$ cat config.mk
export PLATFORM = sky130hd
export DESIGN_NAME = cla_share_arbiter_flat
export DESIGN_NICKNAME = d
export VERILOG_FILES = /design/src/rtl/cla_share_arbiter_pkg.sv /design/src/rtl/cla_share_arbiter_if.sv /design/src/rtl/CLA_32bit.sv /design/src/rtl/cla_share_arbiter_rr_arbiter.sv /design/src/rtl/cla_share_arbiter.sv /design/src/flat_wrapper.sv
export SDC_FILE = /design/constraint.sdc
export NUM_CORES = 1
export LEC_CHECK = 0
export BUFFER_PORTS_ARGS = -buffer_cell sky130_fd_sc_hd__buf_2
export CORE_AREA = 2 2 121 123
export CTS_CLUSTER_SIZE = 16
export DETAILED_ROUTE_END_ITERATION = 10
export DIE_AREA = 0 0 123 125
export PLACE_DENSITY = 0.79
export SETUP_SLACK_MARGIN = 0.3
export SYNTH_ARGS = -nofsm -noshare
export SYNTH_HDL_FRONTEND = slang
export SYNTH_SLANG_ARGS = --single-unit
export TNS_END_PERCENT = 50
$ cat constraint.sdc
create_clock -name clk -period 7.8 [get_ports clk]
set_input_delay 1.17 -clock clk [delete_from_list [all_inputs] [get_ports clk]]
set_output_delay 1.17 -clock clk [all_outputs]
set_load 0.05 [all_outputs]
$ cat src/rtl/cla_share_arbiter_pkg.sv
// Shared types and constants for the shared-adder arbiter.
package cla_share_arbiter_pkg;

  localparam int unsigned WORD_W = 32;

  typedef enum logic [0:0] {
    StIdle,
    StLocked
  } state_e;

  // Requester ID width; never narrower than one bit.
  function automatic int unsigned id_width(input int unsigned n);
    return (n <= 2) ? 1 : $clog2(n);
  endfunction

endpackage

$ cat src/rtl/cla_share_arbiter_if.sv
// Requester-side word handshake and response slot of the shared adder.
interface cla_share_arbiter_if #(
  parameter int unsigned NREQ = 4
);
  import cla_share_arbiter_pkg::*;

  localparam int unsigned IW = id_width(NREQ);

  logic [NREQ-1:0]        req_valid;
  logic [NREQ-1:0]        req_ready;
  logic [NREQ*WORD_W-1:0] req_a;
  logic [NREQ*WORD_W-1:0] req_b;
  logic [NREQ-1:0]        req_sub;
  logic [NREQ-1:0]        req_last;
  logic                   rsp_valid;
  logic                   rsp_ready;
  logic [WORD_W-1:0]      rsp_sum;
  logic                   rsp_cout;
  logic                   rsp_ovf;
  logic [IW-1:0]          rsp_id;
  logic                   rsp_last;

  modport master (
    output req_valid, req_a, req_b, req_sub, req_last, rsp_ready,
    input  req_ready, rsp_valid, rsp_sum, rsp_cout, rsp_ovf, rsp_id, rsp_last
  );

  modport slave (
    input  req_valid, req_a, req_b, req_sub, req_last, rsp_ready,
    output req_ready, rsp_valid, rsp_sum, rsp_cout, rsp_ovf, rsp_id, rsp_last
  );

endinterface

$ cat src/rtl/CLA_32bit.sv
// 32-bit carry-lookahead adder: 4-bit groups with a group-level lookahead chain.
module CLA_32bit (
  input  logic [31:0] a_i,
  input  logic [31:0] b_i,
  input  logic        cin_i,
  output logic [31:0] sum_o,
  output logic        cout_o
);

  logic [31:0] p, g, c;
  logic [7:0]  gg, gp;
  logic [8:0]  cg;

  // Bit and group propagate/generate, then carries into every bit.
  always_comb begin
    p = a_i ^ b_i;
    g = a_i & b_i;
    c = '0;
    cg = '0;
    cg[0] = cin_i;
    for (int j = 0; j < 8; j++) begin
      gg[j] = g[4*j+3] | (p[4*j+3] & g[4*j+2]) | (p[4*j+3] & p[4*j+2] & g[4*j+1]) |
              (p[4*j+3] & p[4*j+2] & p[4*j+1] & g[4*j]);
      gp[j] = &p[4*j +: 4];
      cg[j+1] = gg[j] | (gp[j] & cg[j]);
    end
    for (int j = 0; j < 8; j++) begin
      c[4*j]   = cg[j];
      c[4*j+1] = g[4*j] | (p[4*j] & cg[j]);
      c[4*j+2] = g[4*j+1] | (p[4*j+1] & g[4*j]) | (p[4*j+1] & p[4*j] & cg[j]);
      c[4*j+3] = g[4*j+2] | (p[4*j+2] & g[4*j+1]) | (p[4*j+2] & p[4*j+1] & g[4*j]) |
                 (p[4*j+2] & p[4*j+1] & p[4*j] & cg[j]);
    end
    sum_o  = p ^ c;
    cout_o = cg[8];
  end

endmodule

$ cat src/rtl/cla_share_arbiter_rr_arbiter.sv
// Round-robin arbiter: first set request at or after ptr_i wins (one-hot grant).
module cla_share_arbiter_rr_arbiter #(
  parameter int unsigned N    = 4,
  parameter int unsigned PtrW = 2
) (
  input  logic [N-1:0]    req_i,
  input  logic [PtrW-1:0] ptr_i,
  output logic [N-1:0]    gnt_o
);

  logic            found;
  logic [PtrW-1:0] idx;

  // Scan requests in rotated order starting at the pointer.
  always_comb begin
    gnt_o = '0;
    found = 1'b0;
    idx   = '0;
    for (int unsigned k = 0; k < N; k++) begin
      idx = PtrW'((32'(ptr_i) + k) % N);
      if (!found && req_i[idx]) begin
        gnt_o[idx] = 1'b1;
        found      = 1'b1;
      end
    end
  end

endmodule

$ cat src/rtl/cla_share_arbiter.sv
// Shares one CLA among NREQ requesters; locks the owner across multi-word ops.
module cla_share_arbiter
  import cla_share_arbiter_pkg::*;
#(
  parameter int unsigned NREQ = 4
) (
  input logic               clk,
  input logic               rst_n,
  cla_share_arbiter_if.slave bus
);

  localparam int unsigned IW = id_width(NREQ);

  state_e            state_q, state_d;
  logic [IW-1:0]     owner_q, owner_d;
  logic [IW-1:0]     rr_ptr_q, rr_ptr_d;
  logic              carry_q, carry_d;
  logic              sub_q, sub_d;
  logic              rsp_valid_q, rsp_valid_d;
  logic [WORD_W-1:0] rsp_sum_q, rsp_sum_d;
  logic              rsp_cout_q, rsp_cout_d;
  logic              rsp_ovf_q, rsp_ovf_d;
  logic [IW-1:0]     rsp_id_q, rsp_id_d;
  logic              rsp_last_q, rsp_last_d;

  logic [WORD_W-1:0] a_arr [NREQ];
  logic [WORD_W-1:0] b_arr [NREQ];
  logic [NREQ-1:0]   arb_gnt, ready;
  logic [IW-1:0]     arb_idx, sel_idx;
  logic              first, sel_valid, slot_free, accept, sub_eff, cin, last, ovf, cout;
  logic [WORD_W-1:0] op_a, op_b, sum;

  for (genvar gi = 0; gi < NREQ; gi++) begin : g_unpack
    assign a_arr[gi] = bus.req_a[gi*WORD_W +: WORD_W];
    assign b_arr[gi] = bus.req_b[gi*WORD_W +: WORD_W];
  end

  cla_share_arbiter_rr_arbiter #(
    .N   (NREQ),
    .PtrW(IW)
  ) u_rr_arbiter (
    .req_i(bus.req_valid),
    .ptr_i(rr_ptr_q),
    .gnt_o(arb_gnt)
  );

  CLA_32bit u_cla (
    .a_i   (op_a),
    .b_i   (op_b),
    .cin_i (cin),
    .sum_o (sum),
    .cout_o(cout)
  );

  // Grant selection and adder operand muxing; ready never looks at operands.
  always_comb begin
    arb_idx = '0;
    for (int unsigned i = 0; i < NREQ; i++) begin
      if (arb_gnt[i]) arb_idx = IW'(i);
    end
    first     = (state_q == StIdle);
    sel_idx   = first ? arb_idx : owner_q;
    sel_valid = first ? (|bus.req_valid) : bus.req_valid[sel_idx];
    slot_free = !rsp_valid_q || bus.rsp_ready;
    accept    = sel_valid && slot_free;
    ready     = '0;
    if (accept) ready[sel_idx] = 1'b1;
    sub_eff = first ? bus.req_sub[sel_idx] : sub_q;
    cin     = first ? sub_eff : carry_q;
    op_a    = a_arr[sel_idx];
    op_b    = b_arr[sel_idx] ^ {WORD_W{sub_eff}};
    last    = bus.req_last[sel_idx];
    ovf     = (op_a[WORD_W-1] == op_b[WORD_W-1]) && (sum[WORD_W-1] != op_a[WORD_W-1]);
  end

  // Next-state: lock/unlock, carry chaining and response slot refill/drain.
  always_comb begin
    state_d     = state_q;
    owner_d     = owner_q;
    rr_ptr_d    = rr_ptr_q;
    carry_d     = carry_q;
    sub_d       = sub_q;
    rsp_valid_d = rsp_valid_q;
    rsp_sum_d   = rsp_sum_q;
    rsp_cout_d  = rsp_cout_q;
    rsp_ovf_d   = rsp_ovf_q;
    rsp_id_d    = rsp_id_q;
    rsp_last_d  = rsp_last_q;
    if (accept) begin
      rsp_valid_d = 1'b1;
      rsp_sum_d   = sum;
      rsp_cout_d  = cout;
      rsp_ovf_d   = last && ovf;
      rsp_id_d    = sel_idx;
      rsp_last_d  = last;
      if (last) begin
        state_d  = StIdle;
        rr_ptr_d = (sel_idx == IW'(NREQ - 1)) ? '0 : sel_idx + 1'b1;
      end else begin
        state_d = StLocked;
        owner_d = sel_idx;
        carry_d = cout;
        sub_d   = sub_eff;
      end
    end else if (bus.rsp_ready) begin
      rsp_valid_d = 1'b0;
    end
  end

  // State and response registers.
  always_ff @(posedge clk or negedge rst_n) begin
    if (!rst_n) begin
      state_q     <= StIdle;
      owner_q     <= '0;
      rr_ptr_q    <= '0;
      carry_q     <= 1'b0;
      sub_q       <= 1'b0;
      rsp_valid_q <= 1'b0;
      rsp_sum_q   <= '0;
      rsp_cout_q  <= 1'b0;
      rsp_ovf_q   <= 1'b0;
      rsp_id_q    <= '0;
      rsp_last_q  <= 1'b0;
    end else begin
      state_q     <= state_d;
      owner_q     <= owner_d;
      rr_ptr_q    <= rr_ptr_d;
      carry_q     <= carry_d;
      sub_q       <= sub_d;
      rsp_valid_q <= rsp_valid_d;
      rsp_sum_q   <= rsp_sum_d;
      rsp_cout_q  <= rsp_cout_d;
      rsp_ovf_q   <= rsp_ovf_d;
      rsp_id_q    <= rsp_id_d;
      rsp_last_q  <= rsp_last_d;
    end
  end

  assign bus.req_ready = ready;
  assign bus.rsp_valid = rsp_valid_q;
  assign bus.rsp_sum   = rsp_sum_q;
  assign bus.rsp_cout  = rsp_cout_q;
  assign bus.rsp_ovf   = rsp_ovf_q;
  assign bus.rsp_id    = rsp_id_q;
  assign bus.rsp_last  = rsp_last_q;

endmodule
$ cat src/flat_wrapper.sv
// flat-port wrapper written by rule: the top's interface ports become plain ports
module cla_share_arbiter_flat import cla_share_arbiter_pkg::*;
#(
  parameter int unsigned NREQ = 4
)
  (clk, rst_n, bus_req_valid, bus_req_a, bus_req_b, bus_req_sub, bus_req_last, bus_rsp_ready, bus_req_ready, bus_rsp_valid, bus_rsp_sum, bus_rsp_cout, bus_rsp_ovf, bus_rsp_id, bus_rsp_last);
  cla_share_arbiter_if #(.NREQ(NREQ)) bus_i ();
  input logic clk;
  input logic rst_n;
  input wire logic [$bits(bus_i.req_valid)-1:0] bus_req_valid;
  input wire logic [$bits(bus_i.req_a)-1:0] bus_req_a;
  input wire logic [$bits(bus_i.req_b)-1:0] bus_req_b;
  input wire logic [$bits(bus_i.req_sub)-1:0] bus_req_sub;
  input wire logic [$bits(bus_i.req_last)-1:0] bus_req_last;
  input wire logic [$bits(bus_i.rsp_ready)-1:0] bus_rsp_ready;
  output wire logic [$bits(bus_i.req_ready)-1:0] bus_req_ready;
  output wire logic [$bits(bus_i.rsp_valid)-1:0] bus_rsp_valid;
  output wire logic [$bits(bus_i.rsp_sum)-1:0] bus_rsp_sum;
  output wire logic [$bits(bus_i.rsp_cout)-1:0] bus_rsp_cout;
  output wire logic [$bits(bus_i.rsp_ovf)-1:0] bus_rsp_ovf;
  output wire logic [$bits(bus_i.rsp_id)-1:0] bus_rsp_id;
  output wire logic [$bits(bus_i.rsp_last)-1:0] bus_rsp_last;
  assign bus_i.req_valid = bus_req_valid;
  assign bus_i.req_a = bus_req_a;
  assign bus_i.req_b = bus_req_b;
  assign bus_i.req_sub = bus_req_sub;
  assign bus_i.req_last = bus_req_last;
  assign bus_i.rsp_ready = bus_rsp_ready;
  assign bus_req_ready = bus_i.req_ready;
  assign bus_rsp_valid = bus_i.rsp_valid;
  assign bus_rsp_sum = bus_i.rsp_sum;
  assign bus_rsp_cout = bus_i.rsp_cout;
  assign bus_rsp_ovf = bus_i.rsp_ovf;
  assign bus_rsp_id = bus_i.rsp_id;
  assign bus_rsp_last = bus_i.rsp_last;
  cla_share_arbiter #(.NREQ(NREQ)) u_core (.clk(clk), .rst_n(rst_n), .bus(bus_i));
endmodule
Yosys cells after proc, flatten, opt, wreduce, memory -nomap -nowiden
Index checks and enable logic that the tools add are counted.
- multipliers: 0
- bitwise operators: 209
- magnitude comparators: 11
- reduce and logical (&&, ||, !) cells: 28
- add/subtract/negate cells: 4
- divide/modulo/power cells: 0
- shift-type cells: 0
- mux-type cells: 49
- equality and inequality tests: 3
- operator list (operator ; number):
    32-bit binary-select mux with 2-bit select ; 2
    32-bit two-way mux ; 4
    1-bit AND ; 120
    32-bit XOR ; 3
    1-bit OR ; 80
    32-bit AND ; 1
    4-bit AND reduction ; 8
    1-bit two-way mux ; 22
    4-bit two-way mux ; 5
    2-bit by 3-bit less-than comparator with 1-bit output (second input constant) ; 5
    1-bit binary-select mux with 2-bit select ; 7
    4-bit OR ; 3
    1-bit logical AND ; 11
    1-bit demux with 2-bit select ; 5
    2-bit by 1-bit greater-or-equal comparator with 1-bit output (second input constant) ; 5
    2-bit two-way mux ; 4
    2-bit by 1-bit adder with 2-bit output (second input constant) ; 2
    2-bit adder (second input constant) ; 2
    1-bit logical NOT ; 4
    2-bit AND reduction ; 2
    4-bit OR reduction ; 1
    3-bit greater-or-equal comparator (second input constant) ; 1
    2-bit NOT with 3-bit output ; 1
    2-bit == test (second input constant) ; 1
    5 further kinds ; 5
- logic and storage cells: 315
- register bits: 45
- memories kept: 0
- bits of input ports: 271
- output and inout port bits: 42
- bits in latches: 0
- memory bits (read-only): 0
- memory bits (writable): 0

Logic depth before layout (Yosys ltp)
Gate-level depths: netlist of run 1.
- word-level depth: 45
- mapped depth: 29
- mapped depth without buffers: 26

Modules after synthesis
A second synthesis of run 1 with hierarchy kept.
- cell total of the unflattened synthesis: 459
- area total of the unflattened synthesis: 5632.9 um2
- modules (own cells, without submodules) (module ; instances ; seq. area each (um2) ; area each (um2) ; cells an instance):
    cla_share_arbiter ; 1 ; 1126.1 ; 3943.8 ; 261
    CLA_32bit ; 1 ; 0.0 ; 1351.3 ; 162
    cla_share_arbiter_rr_arbiter ; 1 ; 0.0 ; 337.8 ; 36

Least setup slack after synthesis of run 1
Ideal clock, no wire load.
- path type: input to register
- start point: input port bus_req_valid[1]
- end point: register u_core.rsp_sum_q[28], in the netlist u_core.bus.rsp_sum[28]
- library setup time: 0.076 ns
- stages: 25
- data required time: 7.724 ns
- arrival: 6.858 ns
- path slack: 0.865 ns
- buffers on the path: 3
- cells stage by stage: clkbuf_1 nor2b_1 mux4_2 a22o_1 a211o_1 o2bb2ai_2 mux2_4 a21oi_1 a21o_1 clkbuf_1 buf_2 xor2_1 ha_1 a21o_1 a21o_1 a2111oi_1 or3_1 o21ai_0 or3_1 o21ai_2 a21o_1 a21oi_1 a21oi_1 fa_1 o21ai_1
- cells in the longest elaborated chain, start to end: 40
- elaborated cells on any way between the ends: 125
- those cells by class: mux: 32; bitwise: 78; reduce/logical: 15
- RTL lines (what ; line ; text):
    start: declaration ; flat_wrapper.sv:10 ; input wire logic [$bits(bus_i.req_valid)-1:0] bus_req_valid;
    1-bit binary-select mux with 2-bit select ; cla_share_arbiter_rr_arbiter.sv:21 ; if (!found && req_i[idx]) begin
    1-bit two-way mux (not written as such) ; cla_share_arbiter_rr_arbiter.sv:21 ;
    1-bit two-way mux ; cla_share_arbiter_rr_arbiter.sv:21 ;
    1-bit logical NOT ; cla_share_arbiter_rr_arbiter.sv:21 ;
    1-bit logical AND ; cla_share_arbiter_rr_arbiter.sv:21 ;
    1-bit two-way mux ; cla_share_arbiter_rr_arbiter.sv:21 ;
    1-bit logical NOT ; cla_share_arbiter_rr_arbiter.sv:21 ;
    1-bit logical AND ; cla_share_arbiter_rr_arbiter.sv:21 ;
    [24 not listed] ; n/a ;
    1-bit OR ; CLA_32bit.sv:25 ; cg[j+1] = gg[j] | (gp[j] & cg[j]);
    1-bit AND ; CLA_32bit.sv:25 ;
    1-bit OR ; CLA_32bit.sv:25 ;
    1-bit AND ; CLA_32bit.sv:25 ;
    1-bit OR ; CLA_32bit.sv:25 ;
    1-bit AND ; CLA_32bit.sv:25 ;
    1-bit OR ; CLA_32bit.sv:25 ;
    32-bit XOR ; CLA_32bit.sv:34 ; sum_o = p ^ c;
    end signal: assignment ; cla_share_arbiter.sv:131 ; rsp_sum_q <= rsp_sum_d;
    end: declaration ; cla_share_arbiter.sv:20 ; logic [WORD_W-1:0] rsp_sum_q, rsp_sum_d;
Parallel ways exist; a longest one is shown, timed or not. The select of a mux whose other input is x is not followed.
A chain may end at the register's enable or synchronous reset.

Worst setup path after layout of run 1
- start point: input port bus_req_valid[2]
- end point: register u_core.rsp_sum_q[29], in the netlist u_core.bus.rsp_sum[29]
- cells in the longest elaborated chain, start to end: 42
- elaborated cells on any way between the ends: 127
- those cells by class: mux: 32; bitwise: 80; reduce/logical: 15
- RTL lines (what ; line ; text):
    1-bit binary-select mux with 2-bit select ; cla_share_arbiter_rr_arbiter.sv:21 ;
    1-bit two-way mux (not written as such) ; cla_share_arbiter_rr_arbiter.sv:21 ;
    1-bit two-way mux ; cla_share_arbiter_rr_arbiter.sv:21 ;
    1-bit logical NOT ; cla_share_arbiter_rr_arbiter.sv:21 ;
    1-bit logical AND ; cla_share_arbiter_rr_arbiter.sv:21 ;
    1-bit two-way mux ; cla_share_arbiter_rr_arbiter.sv:21 ;
    1-bit logical NOT ; cla_share_arbiter_rr_arbiter.sv:21 ;
    1-bit logical AND ; cla_share_arbiter_rr_arbiter.sv:21 ;
    [26 not listed] ; n/a ;
    1-bit OR ; CLA_32bit.sv:25 ;
    1-bit AND ; CLA_32bit.sv:25 ;
    1-bit OR ; CLA_32bit.sv:25 ;
    1-bit AND ; CLA_32bit.sv:25 ;
    1-bit OR ; CLA_32bit.sv:25 ;
    1-bit AND ; CLA_32bit.sv:29 ; c[4*j+1] = g[4*j] | (p[4*j] & cg[j]);
    1-bit OR ; CLA_32bit.sv:29 ;
    32-bit XOR ; CLA_32bit.sv:34 ;
Parallel ways exist; a longest one is shown, timed or not. The select of a mux whose other input is x is not followed.

==> results.cfg, run 1 <==
[final_layout]
finish.instance_area_mm2 = 0.00796
fillerInstances = 1400
syn_to_final_growth_pct = 30.0
drive_gt1_frac = 0.294
layoutNonFillerInstCount = 1381
nets = 1515

[sta]
fin_ws_ns = 0.961
period_minus_slack_ns = 6.84
relSlewSlack = 0.315
finalHoldViolCount = 0
worst_pin_slew_ns = 1.03
fin_skew_ns = 0.00476
slew_viol_final = 0
rsz0062_at_grt = false
max_clock_freq_mhz = 146
finalSetupTns_ns = 0
setup_viol = 0
min_period_over_period = 0.877

[logic_synthesis]
seq_area_frac_synth = 0.184
synth_area_leaders = nand2_1, dfrtp_1, ha_1
yosys.area.top_type = nand2_1
synth_edf_count = 0
async_flop_share = 1.00
synth.avg_cell_area_um2 = 6.65
ys_ff_latch = 45
ys_warn_count = 0
syn_inst = 921
yosys-top-cells-count = nand2_1, nand3_1, o21ai_0, dfrtp_1, ha_1
ys_types = 57
syn_nets = 1243
synthFlopType = dfrtp_1
yosysMostFrequentCell = nand2_1
synth_top_area_share = 0.208
synthesis.area_mm2 = 0.00612

[cts]
cts_setup_buffers = 0
root_buffer = clkbuf_16
clk_pin_slew_worst_paths_ns = 0.06
numCtsBuffers = 5
htreeDepth = 2
cts_resized = 0
clock_sinks = 45
postCtsHoldBufs = 0
cts_tree = built
clock_latency_ns = 0.29
clk_path_buf_depth = 2

[min_path]
holdPathStages = 2
worstHoldStart = u_core.bus.rsp_id[1]$_DFFE_PN0P_
holdPathEnd = u_core.bus.rsp_id[1]$_DFFE_PN0P_
hp-class = flop to flop

[routing]
num_vias = 7318
vias_per_cell = 5.30
met1Wirelength_mm = 9.57
route.detailed.drc = 0
dr.max_layer_used = met5
dr.pass1.iters = 7
ant_nets = 0
met2WireLength_mm = 9.92
wl_met3_mm = 1.66
drtIter0Drc = 502
wl_per_cell_um = 15.8
totalWireLength_mm = 21.9

[job]
max-cap-violations = 0

[place]
gp_congestion = 0.955
port_buffers = 312
pre_cts_ws_ns = 0.665
post-place-cells = 1370
place_hpwl_mm = 17.8
place_area_mm2 = 0.00779

[floorplanning]
die_h_um = 125
ioPinCount = 313
die-area_mm2 = 0.0154
rows = 44
fp.dieW_um = 123
coreArea_mm2 = 0.0142
initial_core_util = 0.431

[worst_setup_path]
critPathSlowestCell = buf_4
ff2ff_setup_slack_ns = 0.98
cp_max_fo = 60
crit_type = primary input to flop
crit_required_ns = 8.00
rr_startpoint = u_core.rr_ptr_q[0]$_DFFE_PN0P_
r2r_cells = 25
start_kind = primary input
cp-end-kind = flop
rr_endpoint = u_core.bus.rsp_sum[28]$_DFFE_PN0P_
slowest_delay_ns = 0.51
cp.arrival_ns = 7.04

[grt]
grt.total_usage = 0.283
grt-ovfl-total = 0
grt_antenna_before_repair = 5
first_global_vias = 6897
grt_pass1_wl_mm = 34.7
grt_max_degree = 63

[status]
status = completed
-- per-layer routing --
layer | GRT usage | up-vias
met5 | 0 | -
met4 | 0.0956 | 2
met3 | 0.0433 | 46
met2 | 0.449 | 306
met1 | 0.392 | 3273
li1 | - | 3691
-- cells by family (layout without fill, tap and decap cells) --
family	count (synthesis)	in the layout	synth area share
buffers and inverters	91	364	0.0583
flip-flops	45	45	0.184
adder cells (fa/ha/maj)	51	51	0.114
other	0	3	0
AND/OR/NAND/NOR	486	486	0.346
multiplexers	17	17	0.0370
XOR/XNOR	47	47	0.0673
AO/OA/AOI/OAI	184	184	0.193
-- state kept, by name, indices dropped and copies added, names as in the netlist --
signal / count
u_core.bus.rsp_cout: 1
u_core.bus.rsp_id: 2
u_core.bus.rsp_last: 1
u_core.bus.rsp_ovf: 1
u_core.bus.rsp_sum: 32
u_core.bus.rsp_valid: 1
u_core.carry_q: 1
u_core.owner_q: 2
u_core.rr_ptr_q: 2
u_core.state_q: 1
u_core.sub_q: 1
-- critical path, delay by kind of cell --
family / cells / cell delay [ns]
adder cells (fa/ha/maj): 2 / 0.74
XOR/XNOR: 2 / 0.29
multiplexers: 1 / 0.49
AO/OA/AOI/OAI: 11 / 2.16
buffers and inverters: 3 / 1.09
AND/OR/NAND/NOR: 6 / 1.04
-- cell usage in the layout, fill, tap and decap left out, drive strengths merged, types with 8 or more instances in the layout --
master	n
inv	29
fa	8
xnor2	12
dfrtp	45
a21o	18
mux2i	11
ha	43
a21oi	18
nand3	48
nor2	12
and3	35
buf	326
o21ai	66
xor2	35
nand2	339
a31oi	37
nor3b	9
-- worst max path at each step --
stage,slack (ns),endpoint,startpoint,cells after the start
floorplan,0.87,u_core.bus.rsp_sum[28]$_DFFE_PN0P_,bus_req_valid[1],25
global placement,0.86,u_core.bus.rsp_sum[29]$_DFFE_PN0P_,bus_req_valid[2],25
detailed placement,0.66,u_core.bus.rsp_sum[28]$_DFFE_PN0P_,bus_req_valid[2],24
CTS,0.97,u_core.bus.rsp_sum[29]$_DFFE_PN0P_,bus_req_valid[2],25
global route,0.46,u_core.bus.rsp_sum[28]$_DFFE_PN0P_,u_core.rr_ptr_q[0]$_DFFE_PN0P_,25
finish,0.96,u_core.bus.rsp_sum[29]$_DFFE_PN0P_,bus_req_valid[2],25
-- stage by stage --
stage / hold slack, ns / utilization
3_5_place_dp: 0.466 / 0.549
6_report: 0.477 / 0.560
5_1_grt: 0.506 / 0.560
2_1_floorplan: 0.487 / -
3_3_place_gp: 0.457 / 0.549
4_1_cts: 0.480 / 0.560
-- cell type report --
type | instances | area (um^2) | area share
flip-flops and latches | 45 | 1130 | 0.142
clock buffers | 7 | 153 | 0.0192
inverters | 30 | 116 | 0.0146
diodes | 3 | 7.51 | 0.000943
well taps | 184 | 230 | 0.0289
multi-input cells | 785 | 4650 | 0.585
clock inverters | 1 | 5.00 | 0.000629
repair buffers | 326 | 1670 | 0.209
Power of run 1 is left out: the tool's default activity adds up to more than one toggle a clock period on the data nets, which glitch-free logic cannot reach.
==> run 2: changes to the inputs <==
Settings changed: ABC_AREA set to 1, CORE_AREA 2 2 121 123 to 2 2 122 124, DIE_AREA 0 0 123 125 to 0 0 124 126, PLACE_DENSITY 0.79 to 0.75.
==> run 2 against run 1 <==
  * Die area rose by 1.6%
  * Largest cell class unchanged
  * Core utilization shrank 3.3 points
  * Critical path depth fell by 6
  * Sequential share of layout area rose by 0.77 points
  * Final area decreased by 5.1%
  * Synthesized area fell by 6.5%
==> results.cfg, run 2 <==
[final_layout]
syn_to_final_growth_pct = 31.8
largest_reg_flops = 32
fin_util = 0.527
drive_gt1_frac = 0.307
finish.instance_area_mm2 = 0.00755
final_common_cell = buf_2
layoutNonFillerInstCount = 1350
nets = 1485
layout_common_cells = buf_2, nor2_1, nand2_1

[place]
port_buffers = 312
post-place-cells = 1340
gp_congestion = 0.934
place_hpwl_mm = 16.1
place_area_mm2 = 0.00739

[routing]
ant_nets = 0
num_vias = 6985
totalWireLength_mm = 20.5
wl_per_cell_um = 15.2
route.detailed.drc = 0
dr.pass1.iters = 7
drtIter0Drc = 426
vias_per_cell = 5.17

[cts]
clock_latency_ns = 0.29
cts_tree = built
root_buffer = clkbuf_16
cts_setup_buffers = 0
clk_pin_slew_worst_paths_ns = 0.07
numCtsBuffers = 5
cts_resized = 0
clk_path_buf_depth = 2
htreeDepth = 2
clock_sinks = 45
postCtsHoldBufs = 0

[logic_synthesis]
synth_edf_count = 0
ys_warn_count = 0
syn_nets = 1211
ys_ff_latch = 45
synth_top_area_share = 0.197
synth_area_leaders = dfrtp_1, nor2_1, nand2_1
yosys.area.top_type = dfrtp_1
synthFlopType = dfrtp_1
synthesis.area_mm2 = 0.00573
yosys-top-cells-count = nor2_1, nand2_1, o21ai_0, inv_1
yosysMostFrequentCell = nor2_1
seq_area_frac_synth = 0.197
synth.avg_cell_area_um2 = 6.44
syn_inst = 889
ys_types = 41
async_flop_share = 1.00

[grt]
grt_pass1_wl_mm = 31.7
grt-ovfl-total = 0
grt.total_usage = 0.256
grt_antenna_before_repair = 4
grt_max_degree = 80
first_global_vias = 6385

[sta]
rsz0062_at_grt = false
period_minus_slack_ns = 6.00
setup_viol = 0
fin_skew_ns = 0.00430
finalHoldViolCount = 0
min_period_over_period = 0.769
relSlewSlack = 0.248
finalSetupTns_ns = 0
max_clock_freq_mhz = 167
worst_pin_slew_ns = 1.13
slew_viol_final = 0

[worst_setup_path]
critPathSlowestCell = dfrtp_1
start_kind = flop
worst_path_most_repeated_cell = buf_4
slowest_delay_ns = 0.57
cp-end-kind = output port
cp_top_family = buffers and inverters
path_buf_inv = 7
path_cells = inv_2 -> ha_1 -> inv_1 -> nand3_1 -> nand2_1 -> nand2_2 -> nor3b_1 -> nor2_2 -> nand2_1 -> o21ai_2 -> buf_4 -> clkinv_2 -> buf_4 -> o21ai_0 -> o221ai_1 -> nand3_2 -> buf_4 -> nor2_1 -> buf_2
cp_max_fo = 46
crit_required_ns = 6.63
cp.arrival_ns = 4.83
crit_type = flop to output port

[floorplanning]
initial_core_util = 0.400
rows = 44
coreArea_mm2 = 0.0143
fp.dieW_um = 124
ioPinCount = 313
die-area_mm2 = 0.0156
die_h_um = 126

[status]
status = completed

[job]
max-cap-violations = 0

[min_path]
hp-class = flop to flop
## run 2: per-stage QoR
| step | setup WS [ns] | hold slack [ns] |
|---|---|---|
| global route | 1.39 | 0.501 |
| global placement | 1.81 | 0.461 |
| floorplan | 2.46 | 0.446 |
| detailed placement | 1.63 | 0.466 |
| finish | 1.80 | 0.478 |
| CTS | 1.81 | 0.483 |
## run 2: final timing paths
kind,start,end,slack [ns],cells past startpoint
worst min register to register,u_core.bus.rsp_sum[6]$_DFFE_PN0P_,u_core.bus.rsp_sum[6]$_DFFE_PN0P_,0.48,2
worst max register to register,u_core.rr_ptr_q[0]$_DFFE_PN0P_,u_core.bus.rsp_sum[28]$_DFFE_PN0P_,1.89,37
worst max-delay path,u_core.rr_ptr_q[0]$_DFFE_PN0P_,bus_req_ready[1],1.80,19
worst min-delay path,u_core.bus.rsp_sum[6]$_DFFE_PN0P_,u_core.bus.rsp_sum[6]$_DFFE_PN0P_,0.48,2
min in group asynchronous,rst_n,u_core.bus.rsp_sum[4]$_DFFE_PN0P_,1.09,1
max in group asynchronous,rst_n,u_core.bus.rsp_sum[24]$_DFFE_PN0P_,6.02,1
## run 2: logic make-up after synthesis
kind of cell / count (synthesis) / share of synthesized area
simple gates: 420 / 0.299
flops: 45 / 0.197
xor+xnor: 50 / 0.0765
fa+ha+maj: 51 / 0.122
compound gates: 199 / 0.222
buf+inv: 124 / 0.0841
## run 2: worst register-to-register path: cells and delay by family, from the launching register on
| family | cells | cell delay [ns] |
|---|---|---|
| AND/OR/NAND/NOR | 21 | 1.77 |
| buffers and inverters | 7 | 1.25 |
| adder cells (fa/ha/maj) | 3 | 1.08 |
| AO/OA/AOI/OAI | 5 | 0.92 |
| flip-flops | 1 | 0.57 |
| XOR/XNOR | 1 | 0.22 |
## run 2: cell type report
cell class              count  area [um^2]
diodes                      2         5.00
clock buffers               7          153
clock inverters             1         5.00
fillers                  1519         6770
inverters                  70          267
multi-input cells         720         4130
flip-flops and latches     45         1130
well taps                 184          230
repair buffers            321         1630
## run 2: routing by layer
metal | wire length, um | track usage
met4 | 318 | 0.0615
met1 | 8630 | 0.341
met2 | 10100 | 0.437
met3 | 1410 | 0.0331
met5 | 27 | 0
Power of run 2 is left out for the same reason.
==> run 3: changes to the inputs <==
Clock period 7.8 ns to 6.2 ns, I/O delays scaled along.
==> run 3 against run 2 <==
  * Cell count is 0.37% higher
  * Critical path depth grew 23
  * Global-route usage decreased by 0.32 points
  * Clock skew grew 0.0025 ns
  * Largest cell class unchanged
  * Count of clock-buffer cells in the layout unchanged
  * Critical path type is now flop to flop
  * Register-to-register slack got worse by 1.0 ns
  * Non-clock buffer count is 4 higher
  * Sequential cell count unchanged
  * Wire length rose by 0.22%
  * Die area unchanged
  * Worst hold slack lost 0.0067 ns
  * Setup slack got worse by 0.95 ns
==> results.cfg, run 3 (same netlist as run 2, synthesis figures left out) <==
[grt]
first_global_vias = 6496
grt_max_degree = 58
grt_antenna_before_repair = 4
grt-ovfl-total = 0
grt.total_usage = 0.253
grt_pass1_wl_mm = 31.6

[final_layout]
fillerInstances = 1477
nets = 1490
drive_gt1_frac = 0.315
syn_to_final_growth_pct = 34.0
final_common_cell = buf_2
largest_reg_flops = 32
multi_input_area_mm2 = 0.00418
seq_area_mm2 = 0.00113
layout_common_cells = buf_2, nor2_1, nand2_1

[cts]
clk_pin_slew_worst_paths_ns = 0.06
cts_tree = built
clock_latency_ns = 0.28
postCtsHoldBufs = 0
clock_sinks = 45
numCtsBuffers = 5
root_buffer = clkbuf_16
htreeDepth = 2
clk_path_buf_depth = 2

[routing]
drtIter0Drc = 458
ant_nets = 0
totalWireLength_mm = 20.5
num_vias = 7005
wl_per_cell_um = 15.1
dr.pass1.iters = 5
vias_per_cell = 5.17
route.detailed.drc = 0

[min_path]
worstHoldStart = u_core.bus.rsp_sum[0]$_DFFE_PN0P_
hp-class = flop to flop
holdPathStages = 2
holdPathEnd = u_core.bus.rsp_sum[0]$_DFFE_PN0P_

[sta]
min_period_over_period = 0.861
holdWs_ns = 0.472
worst_pin_slew_ns = 0.724
slew_viol_final = 0
relSlewSlack = 0.517
fin_skew_ns = 0.00682
period_minus_slack_ns = 5.34
finalHoldViolCount = 0
finalSetupTns_ns = 0
setup_viol = 0
rsz0062_at_grt = false
max_clock_freq_mhz = 187

[worst_setup_path]
r2r_cells = 42
cp.arrival_ns = 5.53
critPathSlowestCell = dfrtp_2
cp_max_fo = 31
crit_required_ns = 6.39
crit_type = flop to flop
cp-end-kind = flop
slowest_delay_ns = 0.49
worst_path_most_repeated_cell = nand2_1
start_kind = flop
rr_startpoint = u_core.rr_ptr_q[0]$_DFFE_PN0P_
rr_endpoint = u_core.bus.rsp_sum[29]$_DFFE_PN0P_
ff2ff_setup_slack_ns = 0.86

[place]
port_buffers = 312
place_hpwl_mm = 15.9
gp_congestion = 0.875

[floorplanning]
fp.dieW_um = 124
die-area_mm2 = 0.0156
die_h_um = 126
initial_core_util = 0.400
rows = 44
coreArea_mm2 = 0.0143
ioPinCount = 313

[job]
max-cap-violations = 0

[status]
status = completed
[run 3: final cells by class]
class / instances / area share
antenna: 2 / 0.000652
clock inverter: 1 / 0.000652
inverter: 70 / 0.0365
timing repair buffer: 325 / 0.221
multi-input combinational: 721 / 0.544
tap: 184 / 0.0300
clock buffer: 7 / 0.0199
sequential: 45 / 0.147
[run 3: timing repair]
item / CTS / global route
endpoints found under the setup margin: 0 / 13
setup buffers: 0 / 2
resized for setup: 0 / 19
[run 3: metal layers]
metal	wire [um]	vias to the layer above	global-route usage
met5	35	-	0
met4	416	4	0.0720
met3	1170	32	0.0335
met2	10000	259	0.435
met1	8840	3172	0.329
li1	-	3538	-
[run 3: worst max-delay path by stage]
| stage | from | endpoint |
|---|---|---|
| after global placement | bus_req_valid[1] | u_core.bus.rsp_sum[28]$_DFFE_PN0P_ |
| final | u_core.rr_ptr_q[0]$_DFFE_PN0P_ | u_core.bus.rsp_sum[29]$_DFFE_PN0P_ |
| after global routing | u_core.rr_ptr_q[0]$_DFFE_PN0P_ | u_core.bus.rsp_sum[28]$_DFFE_PN0P_ |
| after CTS | u_core.rr_ptr_q[0]$_DFFE_PN0P_ | u_core.bus.rsp_sum[28]$_DFFE_PN0P_ |
| after detailed placement | bus_req_valid[3] | u_core.bus.rsp_sum[28]$_DFFE_PN0P_ |
| after floorplan | bus_req_valid[3] | u_core.bus.rsp_sum[28]$_DFFE_PN0P_ |
[run 3: stage by stage]
step	instances	instance area (um^2)	util	worst slack (ns)
after floorplan	889	5730	-	1.10
after global placement	1342	7410	0.518	0.629
after detailed placement	1342	7410	0.518	0.497
after CTS	1350	7570	0.529	0.500
after global routing	1355	7670	0.536	0.305
final	1355	7670	0.536	0.859
[run 3: worst max-delay path: cells and delay by family (launching register included)]
| kind | cells | cell delay, ns |
|---|---|---|
| flops | 1 | 0.49 |
| compound gates | 3 | 0.41 |
| buf+inv | 5 | 0.41 |
| xor+xnor | 2 | 0.28 |
| simple gates | 29 | 2.55 |
| fa+ha+maj | 3 | 1.09 |
Power of run 3 is left out for the same reason.
